<file path="src/rtl/imm_gen_pkg.sv">
// Shared opcode constants and immediate-format codes for the RV32I/RV64I immediate generator.
// Used by imm_decode, imm_gen_pipe and downstream execute logic.
package imm_gen_pkg;

  localparam int unsigned INSTR_W = 32;
  localparam int unsigned OPC_W   = 7;
  localparam int unsigned FMT_W   = 3;

  localparam logic [OPC_W-1:0] OPC_LOAD      = 7'b0000011;
  localparam logic [OPC_W-1:0] OPC_OP_IMM    = 7'b0010011;
  localparam logic [OPC_W-1:0] OPC_AUIPC     = 7'b0010111;
  localparam logic [OPC_W-1:0] OPC_OP_IMM_32 = 7'b0011011;
  localparam logic [OPC_W-1:0] OPC_STORE     = 7'b0100011;
  localparam logic [OPC_W-1:0] OPC_LUI       = 7'b0110111;
  localparam logic [OPC_W-1:0] OPC_BRANCH    = 7'b1100011;
  localparam logic [OPC_W-1:0] OPC_JALR      = 7'b1100111;
  localparam logic [OPC_W-1:0] OPC_JAL       = 7'b1101111;
  localparam logic [OPC_W-1:0] OPC_SYSTEM    = 7'b1110011;

  typedef enum logic [FMT_W-1:0] {
    FMT_NONE  = 3'd0,
    FMT_I     = 3'd1,
    FMT_S     = 3'd2,
    FMT_B     = 3'd3,
    FMT_U     = 3'd4,
    FMT_J     = 3'd5,
    FMT_SHAMT = 3'd6,
    FMT_ZIMM  = 3'd7
  } imm_fmt_e;

endpackage

</file>
<file path="src/rtl/imm_decode.sv">
// Combinational instruction -> {immediate, format} decoder at XLEN width.
// Optional CSR-immediate decode is enabled by defining IMM_GEN_ZICSR_EN.
module imm_decode
  import imm_gen_pkg::*;
#(
  parameter int unsigned XLEN = 32
) (
  input  logic [INSTR_W-1:0] instr_i,
  output logic [XLEN-1:0]    imm_o,
  output imm_fmt_e           fmt_o
);

  localparam int unsigned SHAMT_W = (XLEN == 64) ? 6 : 5;

  logic [OPC_W-1:0] opcode;
  logic [2:0]       funct3;
  logic             is_shift;

  assign opcode   = instr_i[6:0];
  assign funct3   = instr_i[14:12];
  assign is_shift = (funct3 == 3'b001) || (funct3 == 3'b101);

  // Signed forms: pre-fill with the sign bit, then overwrite the low field.
  always_comb begin
    imm_o = '0;
    fmt_o = FMT_NONE;
    case (opcode)
      OPC_LOAD, OPC_JALR: begin
        imm_o       = {XLEN{instr_i[31]}};
        imm_o[11:0] = instr_i[31:20];
        fmt_o       = FMT_I;
      end
      OPC_OP_IMM: begin
        if (is_shift) begin
          imm_o[SHAMT_W-1:0] = instr_i[20 +: SHAMT_W];
          fmt_o              = FMT_SHAMT;
        end else begin
          imm_o       = {XLEN{instr_i[31]}};
          imm_o[11:0] = instr_i[31:20];
          fmt_o       = FMT_I;
        end
      end
      OPC_OP_IMM_32: begin
        if (XLEN == 64) begin
          if (is_shift) begin
            imm_o[4:0] = instr_i[24:20];
            fmt_o      = FMT_SHAMT;
          end else begin
            imm_o       = {XLEN{instr_i[31]}};
            imm_o[11:0] = instr_i[31:20];
            fmt_o       = FMT_I;
          end
        end
      end
      OPC_STORE: begin
        imm_o       = {XLEN{instr_i[31]}};
        imm_o[11:0] = {instr_i[31:25], instr_i[11:7]};
        fmt_o       = FMT_S;
      end
      OPC_BRANCH: begin
        imm_o       = {XLEN{instr_i[31]}};
        imm_o[12:0] = {instr_i[31], instr_i[7], instr_i[30:25], instr_i[11:8], 1'b0};
        fmt_o       = FMT_B;
      end
      OPC_LUI, OPC_AUIPC: begin
        imm_o       = {XLEN{instr_i[31]}};
        imm_o[31:0] = {instr_i[31:12], 12'b0};
        fmt_o       = FMT_U;
      end
      OPC_JAL: begin
        imm_o       = {XLEN{instr_i[31]}};
        imm_o[20:0] = {instr_i[31], instr_i[19:12], instr_i[20], instr_i[30:21], 1'b0};
        fmt_o       = FMT_J;
      end
`ifdef IMM_GEN_ZICSR_EN
      OPC_SYSTEM: begin
        if (funct3[2]) begin
          imm_o[4:0] = instr_i[19:15];
          fmt_o      = FMT_ZIMM;
        end
      end
`endif
      default: begin
        imm_o = '0;
        fmt_o = FMT_NONE;
      end
    endcase
  end

endmodule

</file>
<file path="src/rtl/imm_gen_pipe.sv">
// Stage-2 immediate generator: input-side decode feeding a main + skid register pair
// with valid/ready handshake. IMM_GEN_ZICSR_EN enables CSR-immediate decode.
module imm_gen_pipe
  import imm_gen_pkg::*;
#(
  parameter int unsigned XLEN  = 32,
  parameter int unsigned TAG_W = 8
) (
  input  logic               clk,
  input  logic               reset_n,
  input  logic               in_valid,
  output logic               in_ready,
  input  logic [INSTR_W-1:0] in_instr,
  input  logic [TAG_W-1:0]   in_tag,
  output logic               out_valid,
  input  logic               out_ready,
  output logic [XLEN-1:0]    out_imm,
  output logic [FMT_W-1:0]   out_fmt,
  output logic [TAG_W-1:0]   out_tag
);

  logic [XLEN-1:0] dec_imm;
  imm_fmt_e        dec_fmt;

  imm_decode #(.XLEN(XLEN)) u_decode (
    .instr_i (in_instr),
    .imm_o   (dec_imm),
    .fmt_o   (dec_fmt)
  );

  logic            main_valid_q, main_valid_d;
  logic [XLEN-1:0] main_imm_q,   main_imm_d;
  imm_fmt_e        main_fmt_q,   main_fmt_d;
  logic [TAG_W-1:0] main_tag_q,  main_tag_d;
  logic            skid_valid_q, skid_valid_d;
  logic [XLEN-1:0] skid_imm_q,   skid_imm_d;
  imm_fmt_e        skid_fmt_q,   skid_fmt_d;
  logic [TAG_W-1:0] skid_tag_q,  skid_tag_d;
  logic            in_ready_q,   in_ready_d;
  logic            accept_c, drain_c;

  // Skid refills main first so ordering stays FIFO; in_ready only depends on the next skid state.
  always_comb begin
    main_valid_d = main_valid_q;
    main_imm_d   = main_imm_q;
    main_fmt_d   = main_fmt_q;
    main_tag_d   = main_tag_q;
    skid_valid_d = skid_valid_q;
    skid_imm_d   = skid_imm_q;
    skid_fmt_d   = skid_fmt_q;
    skid_tag_d   = skid_tag_q;
    accept_c     = in_valid & in_ready_q;
    drain_c      = main_valid_q & out_ready;

    if (skid_valid_q) begin
      if (drain_c) begin
        main_imm_d   = skid_imm_q;
        main_fmt_d   = skid_fmt_q;
        main_tag_d   = skid_tag_q;
        skid_valid_d = 1'b0;
      end
    end else if (accept_c) begin
      if (!main_valid_q || drain_c) begin
        main_valid_d = 1'b1;
        main_imm_d   = dec_imm;
        main_fmt_d   = dec_fmt;
        main_tag_d   = in_tag;
      end else begin
        skid_valid_d = 1'b1;
        skid_imm_d   = dec_imm;
        skid_fmt_d   = dec_fmt;
        skid_tag_d   = in_tag;
      end
    end else if (drain_c) begin
      main_valid_d = 1'b0;
    end

    in_ready_d = !skid_valid_d;
  end

  always_ff @(posedge clk or negedge reset_n) begin
    if (!reset_n) begin
      main_valid_q <= 1'b0;
      main_imm_q   <= '0;
      main_fmt_q   <= FMT_NONE;
      main_tag_q   <= '0;
      skid_valid_q <= 1'b0;
      skid_imm_q   <= '0;
      skid_fmt_q   <= FMT_NONE;
      skid_tag_q   <= '0;
      in_ready_q   <= 1'b0;
    end else begin
      main_valid_q <= main_valid_d;
      main_imm_q   <= main_imm_d;
      main_fmt_q   <= main_fmt_d;
      main_tag_q   <= main_tag_d;
      skid_valid_q <= skid_valid_d;
      skid_imm_q   <= skid_imm_d;
      skid_fmt_q   <= skid_fmt_d;
      skid_tag_q   <= skid_tag_d;
      in_ready_q   <= in_ready_d;
    end
  end

  assign in_ready  = in_ready_q;
  assign out_valid = main_valid_q;
  assign out_imm   = main_imm_q;
  assign out_fmt   = main_fmt_q;
  assign out_tag   = main_tag_q;

endmodule
</file>
<file path="config.mk">
export PLATFORM = sky130hd
export DESIGN_NAME = imm_gen_pipe
export DESIGN_NICKNAME = d
export VERILOG_FILES = /design/src/rtl/imm_gen_pkg.sv /design/src/rtl/imm_decode.sv /design/src/rtl/imm_gen_pipe.sv
export SDC_FILE = /design/constraint.sdc
export NUM_CORES = 1
export LEC_CHECK = 0
export CORE_MARGIN = 2
export CORE_UTILIZATION = 40
export CTS_CLUSTER_DIAMETER = 30
export DETAILED_ROUTE_END_ITERATION = 6
export GPL_ROUTABILITY_DRIVEN = 0
export PLACE_DENSITY = 0.71
export SYNTH_ARGS = -nofsm -noshare
export SYNTH_HDL_FRONTEND = slang
export SYNTH_SLANG_ARGS = --single-unit
</file>
<file path="constraint.sdc">
create_clock -name clk -period 4.3 [get_ports clk]
set_input_delay 0.645 -clock clk [delete_from_list [all_inputs] [get_ports clk]]
set_output_delay 0.645 -clock clk [all_outputs]
set_load 0.02 [all_outputs]
</file>
==> results of run 1 <==
-- state kept, by name, summed over array words and instances (netlist names) --
name and flops:
out_valid 1, skid_valid_q 1, out_fmt 3, out_imm 32, skid_tag_q 8, out_tag 8, in_ready 1, skid_fmt_q 3
skid_imm_q 32
-- layer usage --
metal / vias up / part of all wire, % / track usage [%]
li1: 1812 / - / -
met2: 152 / 45 / 31.5
met4: 0 / 1.5 / 6.78
met3: 14 / 7.8 / 5.55
met5: - / 0 / 0
met1: 1809 / 45 / 29.6
-- power groups by stage --
stage	Clock (mW)	Combinational [mW]	Sequential (mW)
global route	0.634	1.66	1.37
CTS	0.587	1.51	1.33
global placement	0	1.47	1.34
detailed placement	0	1.50	1.34
floorplan	0	0.788	1.47
finish	0.580	1.50	1.33
-- cell families (layout without fill, tap and decap cells) --
group	count (synthesis)	count (layout)
simple gates	192	192
buf+inv	46	121
mux	11	11
flops	89	89
compound gates	139	139
-- stage by stage --
step                      cells  power (mW)  util, %
after floorplan             477        2.26        -
after global placement      677        2.80     49.5
after detailed placement    677        2.85     49.5
after CTS                   692        3.43     51.3
after global routing        692        3.66     51.3
final                       692        3.41     51.3
-- cell usage in the layout, fill, tap and decap left out, drive strengths merged, types with 5 or more instances in the layout --
cell | Yosys | layout
inv | 14 | 14
and3 | 9 | 9
dfrtp | 89 | 89
nor2 | 28 | 28
buf | 9 | 5
o21ai | 59 | 59
a31oi | 15 | 15
clkbuf | 23 | 11
clkdlybuf4s50 | 0 | 87
nand2 | 107 | 107
mux2i | 8 | 8
nand3 | 23 | 23
a21oi | 22 | 22
a22oi | 16 | 16
nor2b | 6 | 6
a221oi | 10 | 10
-- how the worst max path moves through the flow --
| stage | from | to | slack (ns) | depth (start not counted) |
|---|---|---|---|---|
| 2_1_floorplan | in_instr[2] | skid_imm_q[21] | 2.24 | 7 |
| 3_3_place_gp | in_instr[4] | out_imm[29] | 1.45 | 6 |
| 3_5_place_dp | in_instr[4] | out_imm[29] | 1.33 | 6 |
| 4_1_cts | in_instr[4] | out_imm[29] | 1.68 | 6 |
| 5_1_grt | in_instr[4] | out_imm[29] | 1.48 | 6 |
| 6_report | in_instr[4] | out_imm[29] | 1.64 | 6 |
-- cell type report --
type	count	area (um2)	share of cell area, %
Clock buffer	11	141	2.58
Clock inverter	4	53.8	0.981
Inverter	14	52.6	0.958
Multi-Input combinational cell	342	1930	35.1
Sequential cell	89	2230	40.6
Tap cell	140	175	3.19
Timing Repair Buffer	92	908	16.6
-- worst max-delay path, stage by stage --
cell and delay, ns:
sky130_fd_sc_hd__clkdlybuf4s50_1 0.69, sky130_fd_sc_hd__nor2b_1 0.72, sky130_fd_sc_hd__nand3_1 0.32, sky130_fd_sc_hd__a221oi_1 0.34, sky130_fd_sc_hd__o21ai_0 0.15, sky130_fd_sc_hd__nand2_1 0.10
==> impl_metrics.csv, run 1 <==
group,metric,value,unit
clock_tree,worstSkewPairLatency,0.36,ns
placement,dp_slack,1.33,ns
logic_synthesis,cell_taking_the_most_area_after_synthesis,"sky130_fd_sc_hd__dfrtp_1",
layout,fillers,1023,
pwr,power_density,621,nW/um2
detailed_routing,viasPerCell,5.47,
clock_tree,tritoncts.num_buffers,9,
floorplan,starting_utilization_of_the_core_area,40.6,%
job,max_cap_violations,0,
pwr,psw,1.36,mW
detailed_routing,dr.first_iter.drc_count,201,
detailed_routing,post_drt_wl_per_cell,16.5,um
timing,slew_headroom,26.8,%
logic_synthesis,part_of_the_yosys_area_used_for_sequential_elements,51.3,%
timing,clock_skew,0.00883,ns
pwr,sequentialPowerShare,39.0,%
clock_tree,postCtsSetupBuffers,0,
worst_setup_path,setup_crit_end_kind,"flop",
run_status,outcome,"complete, no violations",
detailed_routing,dr_total_vias,3787,
pwr,switching_share,39.8,%
pwr,ir_worst_vdd,324,uV
logic_synthesis,most_common_library_cells_after_synthesis,"sky130_fd_sc_hd__nand2_1 (106), sky130_fd_sc_hd__dfrtp_1 (89), sky130_fd_sc_hd__o21ai_0 (58)",
floorplan,die_h,108,um
clock_tree,clk_path_buf_depth,2,
grt,grt_pass1_vias,3707,
logic_synthesis,synth-edff-count,0,
clock_tree,post_cts_resized,0,
grt,grt_first_pass_wirelength,18900,um
floorplan,die_width,108,um
timing,setup_viol,0,
layout,layout-drive-gt1-share,7.97,%
logic_synthesis,netlist-cell-type-count,46,
detailed_routing,wirelength,11400,um
logic_synthesis,synthesis.area_per_instance,9.11,um2
worst_setup_path,r2r_endpoint,"out_imm[19]",
logic_synthesis,multiplexer_share_of_the_synthesized_area,2.62,%
detailed_routing,detail-route-antenna-nets,0,
timing,post-route-min-period,2.66,ns
min_path,timing.hold.worst.class,"flop to flop",
timing,timing_max_transition_violations_final,0,
grt,pin_count_of_the_biggest_net_entering_global_routing,90,
logic_synthesis,dominantRegCellSynth,"sky130_fd_sc_hd__dfrtp_1",
logic_synthesis,synthCells,477,
floorplan,floorplan.core_area,10700,um2
timing,totalNegativeSetupSlack,0,ns
min_path,timing.hold.worst_path_depth,2,
timing,post-route-period-util,61.9,%
timing,final_number_of_hold_violating_endpoints,0,
logic_synthesis,yosysTopAreaCellShare,51.3,%
floorplan,die-area,11700,um2
placement,buffer_ports.inserted,88,
min_path,hold_path_startpoint,"skid_tag_q[1]",
logic_synthesis,yosys.area_share.simple,20.0,%
placement,place_area,5290,um2
logic_synthesis,synth-compound-area-share,21.6,%
pwr,comb_power_share,44.0,%
detailed_routing,first_pass_iteration_count_of_the_detailed_router,6,
logic_synthesis,yosysWarningCount,0,
pwr,total_leakage_power,2.38,nW
clock_tree,clock_transition_at_the_register_clock_pins_on_the_worst_setup_and_hold_paths_after_cts,0.09,ns
grt,antenna_found_initial,0,
clock_tree,clock-sinks,89,
logic_synthesis,yosys_reg_bits,89,
layout,finalInstanceArea,5490,um2
placement,place.detailed.hpwl,7720,um
timing,max_slew.worst_pin.slew,1.10,ns
timing,finalHoldWorstSlack,0.478,ns
logic_synthesis,syn-cell-area,4350,um2
layout,syn2layout_area_growth,26.3,%
logic_synthesis,synth_top_family_by_area,"compound AO/OA/AOI/OAI gates",
worst_setup_path,crit_arrival,2.96,ns
layout,diodes,0,
clock_tree,h-tree-depth,3,
worst_setup_path,critical_path.max_fanout,11,
logic_synthesis,synth-adder-area-share,0,%
timing,grt_setup_unrepaired,"no",
layout,num-nets-final,592,
worst_setup_path,worst-r2r-setup-slack,1.78,ns
timing,max_freq,375,MHz
timing,postLayoutSetupSlackWorst,1.64,ns
min_path,holdPathEnd,"skid_tag_q[1]",
worst_setup_path,worstRegToRegCells,5,
worst_setup_path,data_required_time_of_the_critical_path,4.60,ns
logic_synthesis,synth-async-reset-ratio,100,%
logic_synthesis,xor_xnor_fraction_of_synth_area,0,%
logic_synthesis,ys_top_cells_by_area,"sky130_fd_sc_hd__dfrtp_1 (51%), sky130_fd_sc_hd__nand2_1 (9.2%), sky130_fd_sc_hd__o21ai_0 (6.7%), sky130_fd_sc_hd__a22oi_1 (2.8%), sky130_fd_sc_hd__nand3_1 (2.6%)",
pwr,p_int,2.05,mW
clock_tree,ctsHoldBuffers,0,
worst_setup_path,timing.critical_path.from_type,"input port",
pwr,clockPowerShare,17.0,%
clock_tree,clock_tree.root_cell,"sky130_fd_sc_hd__clkbuf_8",
floorplan,design.portCount,89,
logic_synthesis,syn-num-nets,521,
grt,grt-ovfl-total,0,
grt,grt_use_total,21.0,%
logic_synthesis,yosys.cell_count.top_type,"sky130_fd_sc_hd__nand2_1",
worst_setup_path,worstReg2RegStart,"skid_valid_q",
detailed_routing,post-route-drc-count,0,
floorplan,rows,38,
worst_setup_path,type_of_the_setup_path_with_the_least_slack,"input port to flop",
clock_tree,clock_tree_from_tritoncts,"built",
Note: power is estimated with default switching activity, not from simulation.
==> run 2, diff against run 1 <==
- clock period: 4.3 -> 2.61 ns (I/O delays scaled with it)
==> run 2 against run 1 <==
  * Critical path depth fell by 1
  * Global-route usage is 0.15 points higher
  * Register-to-register slack worse by 1.1 ns
  * Cell count is 1.9% higher
  * Final area increased by 1.8%
  * Via count is 2.0% higher
  * First-iteration DRC count rose by 44%
  * Sequential power rose by 62%
  * Non-clock buffer count grew 12
  * Total power rose by 67%
  * Critical endpoint is now skid_imm_q[27]
  * Largest cell class unchanged
==> impl_metrics.csv, run 2 (synthesis gave the netlist of run 1 again) <==
group,metric,value,unit
layout,diodes,0,
timing,max_slew.worst_pin.slew,0.641,ns
timing,setup_viol,0,
run_status,outcome,"complete, no violations",
worst_setup_path,worst-r2r-setup-slack,0.70,ns
placement,place.detailed.hpwl,8130,um
timing,timing_max_transition_violations_final,0,
detailed_routing,detail-route-antenna-nets,0,
detailed_routing,viasPerCell,5.48,
clock_tree,postCtsSetupBuffers,0,
layout,final-instance-count-excl-fill,705,
grt,pin_count_of_the_biggest_net_entering_global_routing,50,
clock_tree,clock_tree.root_cell,"sky130_fd_sc_hd__clkbuf_8",
layout,syn2layout_area_growth,28.5,%
min_path,timing.hold.worst.class,"input port to async pin",
floorplan,floorplan.core_area,10700,um2
grt,grt_pass1_vias,3730,
clock_tree,clock_tree_from_tritoncts,"built",
timing,totalNegativeSetupSlack,0,ns
grt,grt_use_total,21.1,%
detailed_routing,first_pass_iteration_count_of_the_detailed_router,5,
clock_tree,h-tree-depth,3,
floorplan,rows,38,
timing,max_freq,460,MHz
floorplan,die-area,11700,um2
timing,post-route-period-util,83.2,%
placement,dp.cells,689,
layout,num-nets-final,604,
clock_tree,post_cts_resized,0,
worst_setup_path,type_of_the_setup_path_with_the_least_slack,"input port to flop",
detailed_routing,dr_total_vias,3863,
worst_setup_path,data_required_time_of_the_critical_path,2.89,ns
grt,grt-ovfl-total,0,
clock_tree,clock_transition_at_the_register_clock_pins_on_the_worst_setup_and_hold_paths_after_cts,0.10,ns
pwr,ir_worst_vdd,510,uV
layout,final_core_util,52.2,%
clock_tree,tritoncts.num_buffers,9,
grt,antenna_found_initial,0,
pwr,total_leakage_power,2.43,nW
worst_setup_path,critical_path.max_fanout,11,
pwr,power_density,1020,nW/um2
floorplan,die_h,108,um
worst_setup_path,crit_arrival,2.45,ns
detailed_routing,post-route-drc-count,0,
clock_tree,worstSkewPairLatency,0.36,ns
grt,grt_first_pass_wirelength,19200,um
layout,mostFrequentLayoutCell,"sky130_fd_sc_hd__nand2_1",
floorplan,design.portCount,89,
timing,grt_setup_unrepaired,"no",
timing,final_number_of_hold_violating_endpoints,0,
job,max_cap_violations,0,
placement,buffer_ports.inserted,88,
floorplan,die_width,108,um
layout,layout-drive-gt1-share,10.1,%
timing,clock_skew,0.00928,ns
clock_tree,clock-sinks,89,
detailed_routing,wirelength,11700,um
timing,post-route-min-period,2.17,ns
detailed_routing,post_drt_wl_per_cell,16.6,um
layout,final_cell_mix,"sky130_fd_sc_hd__nand2_1 (106), sky130_fd_sc_hd__dfrtp_1 (89), sky130_fd_sc_hd__clkdlybuf4s50_1 (87), sky130_fd_sc_hd__o21ai_0 (58), sky130_fd_sc_hd__nor2_1 (28)",
floorplan,starting_utilization_of_the_core_area,40.6,%
clock_tree,clk_path_buf_depth,2,
detailed_routing,dr.first_iter.drc_count,290,
timing,slew_headroom,57.3,%
clock_tree,ctsHoldBuffers,0,
worst_setup_path,timing.critical_path.from_type,"input port",
worst_setup_path,setup_crit_end_kind,"flop",
## run 2: final timing paths
check | start | depth (start not counted) | endpoint
setup / recovery | in_instr[6] | 5 | skid_imm_q[27]
hold / removal | reset_n | 1 | out_imm[17]
setup reg to reg | skid_valid_q | 5 | out_imm[12]
hold reg to reg | skid_imm_q[6] | 2 | skid_imm_q[6]
max in group asynchronous | reset_n | 2 | skid_imm_q[21]
min in group clk | skid_imm_q[6] | 2 | skid_imm_q[6]
## run 2: power breakdown
part,internal (mW),switching (mW)
Sequential,1.88,0.284
Clock,0.358,0.525
Combinational,1.12,1.52
## run 2: area by class of cell
| class | count | area (um2) |
|---|---|---|
| fillers | 983 | 5110 |
| repair buffers | 104 | 1020 |
| clock inverters | 6 | 51.3 |
| flip-flops and latches | 89 | 2230 |
| multi-input cells | 342 | 1930 |
| inverters | 14 | 52.6 |
| well taps | 140 | 175 |
| clock buffers | 10 | 128 |
## run 2: critical path: stages
cell and delay (ns):
sky130_fd_sc_hd__clkdlybuf4s50_1 0.61, sky130_fd_sc_hd__or4_4 0.66, sky130_fd_sc_hd__o211ai_4 0.37, sky130_fd_sc_hd__nand2_4 0.21
sky130_fd_sc_hd__a31oi_2 0.21
## run 2: stage by stage
step / power, mW / cell area [um2] / setup WS, ns / hold WS [ns]
6_report: 5.69 / 5590 / 0.437 / 0.0463
5_1_grt: 6.10 / 5590 / 0.356 / 0.0791
4_1_cts: 5.71 / 5590 / 0.487 / 0.0627
3_5_place_dp: 4.82 / 5410 / 0.109 / 0.462
3_3_place_gp: 4.74 / 5410 / 0.199 / 0.455
2_1_floorplan: 3.72 / 4350 / 0.800 / 0.0959
## run 2: per-layer routing
metal  GRT usage, %  vias to the layer above  routed length [um]
li1               -                     1835                   -
met1           30.3                     1850                5370
met2           32.3                      164                5240
met3           5.06                       14                 919
met4           5.40                        0                 143
met5              0                        -                   0
